==> config.mk <==
export PLATFORM = sky130hd
export DESIGN_NAME = regfile_wb_arbiter
export DESIGN_NICKNAME = d
export VERILOG_FILES = /design/src/rtl/regfile_wb_arbiter.sv
export SDC_FILE = /design/constraint.sdc
export NUM_CORES = 1
export LEC_CHECK = 0
export BUFFER_PORTS_ARGS = -buffer_cell sky130_fd_sc_hd__buf_2
export CORE_MARGIN = 2
export CORE_UTILIZATION = 39
export CTS_CLUSTER_SIZE = 40
export DETAILED_ROUTE_END_ITERATION = 16
export PLACE_DENSITY_LB_ADDON = 0.12
export SLEW_MARGIN = 20
export SYNTH_ARGS = -nofsm -noshare
export SYNTH_HDL_FRONTEND = slang
export SYNTH_SLANG_ARGS = --single-unit
==> constraint.sdc <==
create_clock -name clk -period 7.3 [get_ports clk]
set_input_delay 1.46 -clock clk [delete_from_list [all_inputs] [get_ports clk]]
set_output_delay 1.46 -clock clk [all_outputs]
set_load 0.005 [all_outputs]
==> src/rtl/regfile_wb_arbiter.sv <==
// Write-port arbiter in front of reg_file: two writeback requesters, each with
// a one-entry holding register, drained oldest-first. Pending entries are
// also searched for the decode stage's two read addresses (forwarding).
module regfile_wb_arbiter #(
  parameter int unsigned ADDR_W = 6,
  parameter int unsigned DATA_W = 32
) (
  input  logic                   clk,
  input  logic                   reset,
  input  logic [1:0]             req_valid,
  output logic [1:0]             req_ready,
  input  logic [1:0][ADDR_W-1:0] req_addr,
  input  logic [1:0][DATA_W-1:0] req_data,
  output logic [ADDR_W-1:0]      A3,
  output logic [DATA_W-1:0]      WD3,
  output logic                   WEN,
  input  logic [ADDR_W-1:0]      rd_addr1,
  input  logic [ADDR_W-1:0]      rd_addr2,
  output logic                   fwd_hit1,
  output logic                   fwd_hit2,
  output logic [DATA_W-1:0]      fwd_data1,
  output logic [DATA_W-1:0]      fwd_data2
);

  typedef enum logic {SLOT0 = 1'b0, SLOT1 = 1'b1} slot_e;

  logic [1:0]             held_q, held_d;
  logic [1:0][ADDR_W-1:0] addr_q;
  logic [1:0][DATA_W-1:0] data_q;
  slot_e                  older_q, older_d;
  slot_e                  rr_q, rr_d;
  logic                   run_q;

  logic [1:0]             grant;
  logic [1:0]             accept;
  logic [1:0]             load;

  logic [1:0][ADDR_W-1:0] rd_a;
  logic [1:0]             fwd_hit;
  logic [1:0][DATA_W-1:0] fwd_data;

  // Grant from registered state only: the sole held entry, or the older one.
  always_comb begin
    grant = '0;
    if (held_q[0] && (!held_q[1] || older_q == SLOT0)) grant[0] = 1'b1;
    if (held_q[1] && (!held_q[0] || older_q == SLOT1)) grant[1] = 1'b1;
  end

  // Handshake and next-state for holding entries, age and round-robin pointers.
  always_comb begin
    req_ready = {2{run_q}} & (~held_q | grant);
    accept    = req_valid & req_ready;
    for (int unsigned i = 0; i < 2; i++) begin
      // Writes to $0 complete the handshake but are dropped here.
      load[i] = accept[i] && (req_addr[i] != '0);
    end
    held_d  = load | (held_q & ~grant);
    older_d = older_q;
    rr_d    = rr_q;
    if (load[0] && load[1]) begin
      older_d = rr_q;
      rr_d    = (rr_q == SLOT0) ? SLOT1 : SLOT0;
    end else if (load[0] && held_d[1]) begin
      older_d = SLOT1;
    end else if (load[1] && held_d[0]) begin
      older_d = SLOT0;
    end
  end

  // Holding entries and pointers; cleared asynchronously on reset.
  always_ff @(posedge clk or negedge reset) begin
    if (!reset) begin
      held_q  <= '0;
      addr_q  <= '0;
      data_q  <= '0;
      older_q <= SLOT0;
      rr_q    <= SLOT0;
      run_q   <= 1'b0;
    end else begin
      held_q  <= held_d;
      older_q <= older_d;
      rr_q    <= rr_d;
      run_q   <= 1'b1;
      for (int unsigned i = 0; i < 2; i++) begin
        if (load[i]) begin
          addr_q[i] <= req_addr[i];
          data_q[i] <= req_data[i];
        end
      end
    end
  end

  // reg_file write port decoded from the granted entry.
  always_comb begin
    WEN = |grant;
    A3  = '0;
    WD3 = '0;
    if (grant[0]) begin
      A3  = addr_q[0];
      WD3 = data_q[0];
    end else if (grant[1]) begin
      A3  = addr_q[1];
      WD3 = data_q[1];
    end
  end

  // Pending-write lookup per read port; when both entries match, the younger wins.
  always_comb begin
    logic [1:0] m;
    m        = '0;
    fwd_hit  = '0;
    fwd_data = '0;
    rd_a     = {rd_addr2, rd_addr1};
    for (int unsigned p = 0; p < 2; p++) begin
      for (int unsigned e = 0; e < 2; e++) begin
        m[e] = held_q[e] && (addr_q[e] == rd_a[p]) && (rd_a[p] != '0);
      end
      fwd_hit[p] = |m;
      if (&m)        fwd_data[p] = (older_q == SLOT0) ? data_q[1] : data_q[0];
      else if (m[0]) fwd_data[p] = data_q[0];
      else if (m[1]) fwd_data[p] = data_q[1];
    end
  end

  assign fwd_hit1  = fwd_hit[0];
  assign fwd_hit2  = fwd_hit[1];
  assign fwd_data1 = fwd_data[0];
  assign fwd_data2 = fwd_data[1];

endmodule

==> results_dict.tcl <==
set metrics [dict create \
    syn2layout_area_growth_pct 30.6 \
    muxShareOfSynthArea_pct 18.6 \
    cts-htree-levels 3 \
    relSlewSlack_pct 46.6 \
    syn_avg_cell_area_um2 10.7 \
    synth_xor_area_share_pct 4.69 \
    synthesis.area_mm2 0.00467 \
    overflow 0 \
    synth_top_family_by_area "compound AO/OA/AOI/OAI gates" \
    core_mm2 0.0116 \
    drcViolationCount 0 \
    grt_max_degree 82 \
    first_iter_violations 180 \
    cts_setup_buffers 0 \
    crit_path_end_kind "primary output" \
    wirelength_um 14100 \
    first_pass_iters 4 \
    fin_crit_ns 5.35 \
    synth_fa_ha_area_share_pct 0 \
    synth_cell_type_count 34 \
    cts_buffer_depth 2 \
    dieArea_mm2 0.0129 \
    clock-sinks 81 \
    cts_tree "yes" \
    grt_pass1_vias 4264 \
    synth_area_leaders "dfrtp_1 43%, mux2_2 18%, a22o_1 12%" \
    synth_warnings 0 \
    worstMarginPinSlew_ns 0.799 \
    critical_path.max_fanout 15 \
    numCtsBuffers 9 \
    netlist_instances 435 \
    power_density_mw_per_mm2 224 \
    drt-wirelength-per-cell_um 18.4 \
    p_switching_uw 400 \
    setup_slack_ns 1.95 \
    p_clk_share_pct 32.0 \
    cts_hold_buf 0 \
    vias 4259 \
    gp_congestion 0.814 \
    chipWidth_um 113 \
    grt_use_total_pct 22.0 \
    initial_core_util_pct 40.4 \
    dp_slack_ns 1.95 \
    die-height_um 113 \
    dp_hpwl_um 9870 \
    clock_latency_ns 0.33 \
    synth.largest_area_cell "dfrtp_1" \
    routed_via_density 5.56 \
    clk_pin_slew_ns 0.06 \
    internal_power_uw 965 \
    p_seq_share_pct 45.3 \
    start_kind "primary input" \
    power_leakage_uw 0.00310 \
    status "finished clean" \
    grt_antenna_before_repair 0 \
    switching_share_pct 29.3 \
    cts_root_buf "clkbuf_16" \
    finalPower_uw 1370 \
    nNetsFinal 710 \
    synthSimpleGateAreaFrac_pct 9.91 \
    hp-class "flop to flop" \
    rows 39 \
    pin_count 199 \
    grt_pass1_wl_um 22100 \
    synthArstFlopShare_pct 100 \
    ys_seq_area_share_pct 43.4 \
    fmax_mhz 187 \
    ys_ff_latch 81 \
    setup_viol 0 \
    synth.top_cell.area_share_pct 43.4 \
    peakVddDrop_v 0.000115 \
    drv_cap 0 \
    ys_top_cells_by_count "81 x dfrtp_1, 75 x nand2_1, 74 x mux2_2" \
    synth_edf_count 0 \
    synthFlopType "dfrtp_1" \
    rsz0062_at_grt "no" \
    worst-setup-path-type "primary input to primary output" \
    synth_most_common_cell "dfrtp_1" \
    drv_slew 0 \
    cp.arrival_ns 3.89 \
    io_buffers 198 \
    crit_required_ns 5.84 \
    comb_power_share_pct 22.8 \
    final.setup.tns_ns 0 \
    fin_skew_ns 0.00359 \
    finish.utilization_pct 52.8 \
    fin_crit_sh_pct 73.2 \
    layout-drive-gt1-share_pct 49.6 \
    cts_resized 0 \
    antenna_left 0 \
    n_antenna_cell 0 \
    synth_compound_area_share_pct 19.5 \
    syn_nets 527 \
    finalHoldViolations 0 \
]
## per-stage QoR
stage                     std cells  hold WS, ns  instance area (um2)
final                           766        0.475                 6100
after global routing            766        0.494                 6100
after CTS                       766        0.475                 6100
after detailed placement        750        0.461                 5800
after global placement          749        0.456                 5780
after floorplan                 435        0.438                 4670
## layout by cell type, fill, tap and decap left out, types with 8 or more instances in the layout
cell	n
mux2_2	74
o22ai_1	36
buf_2	197
nand2_1	74
clkbuf_16	9
a22o_1	66
dfrtp_1	81
xnor2_1	21
buf_4	8
## critical path: stages
cell     delay, ns
buf_2         0.13
xnor2_1       0.15
nand4_1       0.18
nor3_1        0.61
o31a_1        0.71
buf_4         0.35
a22o_1        0.17
buf_2         0.11
## worst paths after layout
| check | cells after the start | start | slack, ns | to |
|---|---|---|---|---|
| max in group asynchronous | 1 | reset | 5.60 | addr_q[10]$_DFFE_PN0P_ |
| hold / removal | 1 | rr_q$_DFFE_PN0P_ | 0.47 | rr_q$_DFFE_PN0P_ |
| setup / recovery | 8 | rd_addr1[1] | 1.95 | fwd_data1[1] |
| setup reg to reg | 6 | older_q$_DFFE_PN0P_ | 4.96 | older_q$_DFFE_PN0P_ |
| hold reg to reg | 1 | rr_q$_DFFE_PN0P_ | 0.47 | rr_q$_DFFE_PN0P_ |
| min in group asynchronous | 1 | reset | 1.15 | data_q[26]$_DFFE_PN0P_ |
## layout make-up
class	instances	area, um2
tap	143	179
clock inverter	2	10.0
clock buffer	14	284
sequential	81	2030
timing repair buffer	207	1070
fill	1084	5460
multi-input combinational	318	2530
inverter	1	3.75
## layer usage
| layer | track usage (%) | share of wire, % |
|---|---|---|
| met4 | 8.37 | 1.8 |
| met2 | 37.0 | 49 |
| met3 | 4.36 | 6.6 |
| met1 | 28.1 | 43 |
| met5 | 0 | 0 |
## power groups by stage
stage	Combinational, uW	Clock [uW]	Sequential, uW
floorplan	205	0	594
global placement	305	0	621
detailed placement	314	0	624
CTS	315	448	617
global route	343	471	630
finish	311	436	618
## registers in the layout, summed over array words and instances (netlist names)
signal	flops
held_q	2
older_q	1
data_q	64
addr_q	12
run_q	1
rr_q	1
## logic make-up (layout without fill, tap and decap cells)
family | after synthesis | count (layout)
AOI/OAI and AO/OA | 114 | 114
and+or+nand+nor | 101 | 101
DFF | 81 | 81
muxes | 77 | 77
buffers and inverters | 36 | 224
xor gates and xnor gates | 25 | 25
other | 1 | 1
No activity file was read; power rests on OpenSTA's default activity.
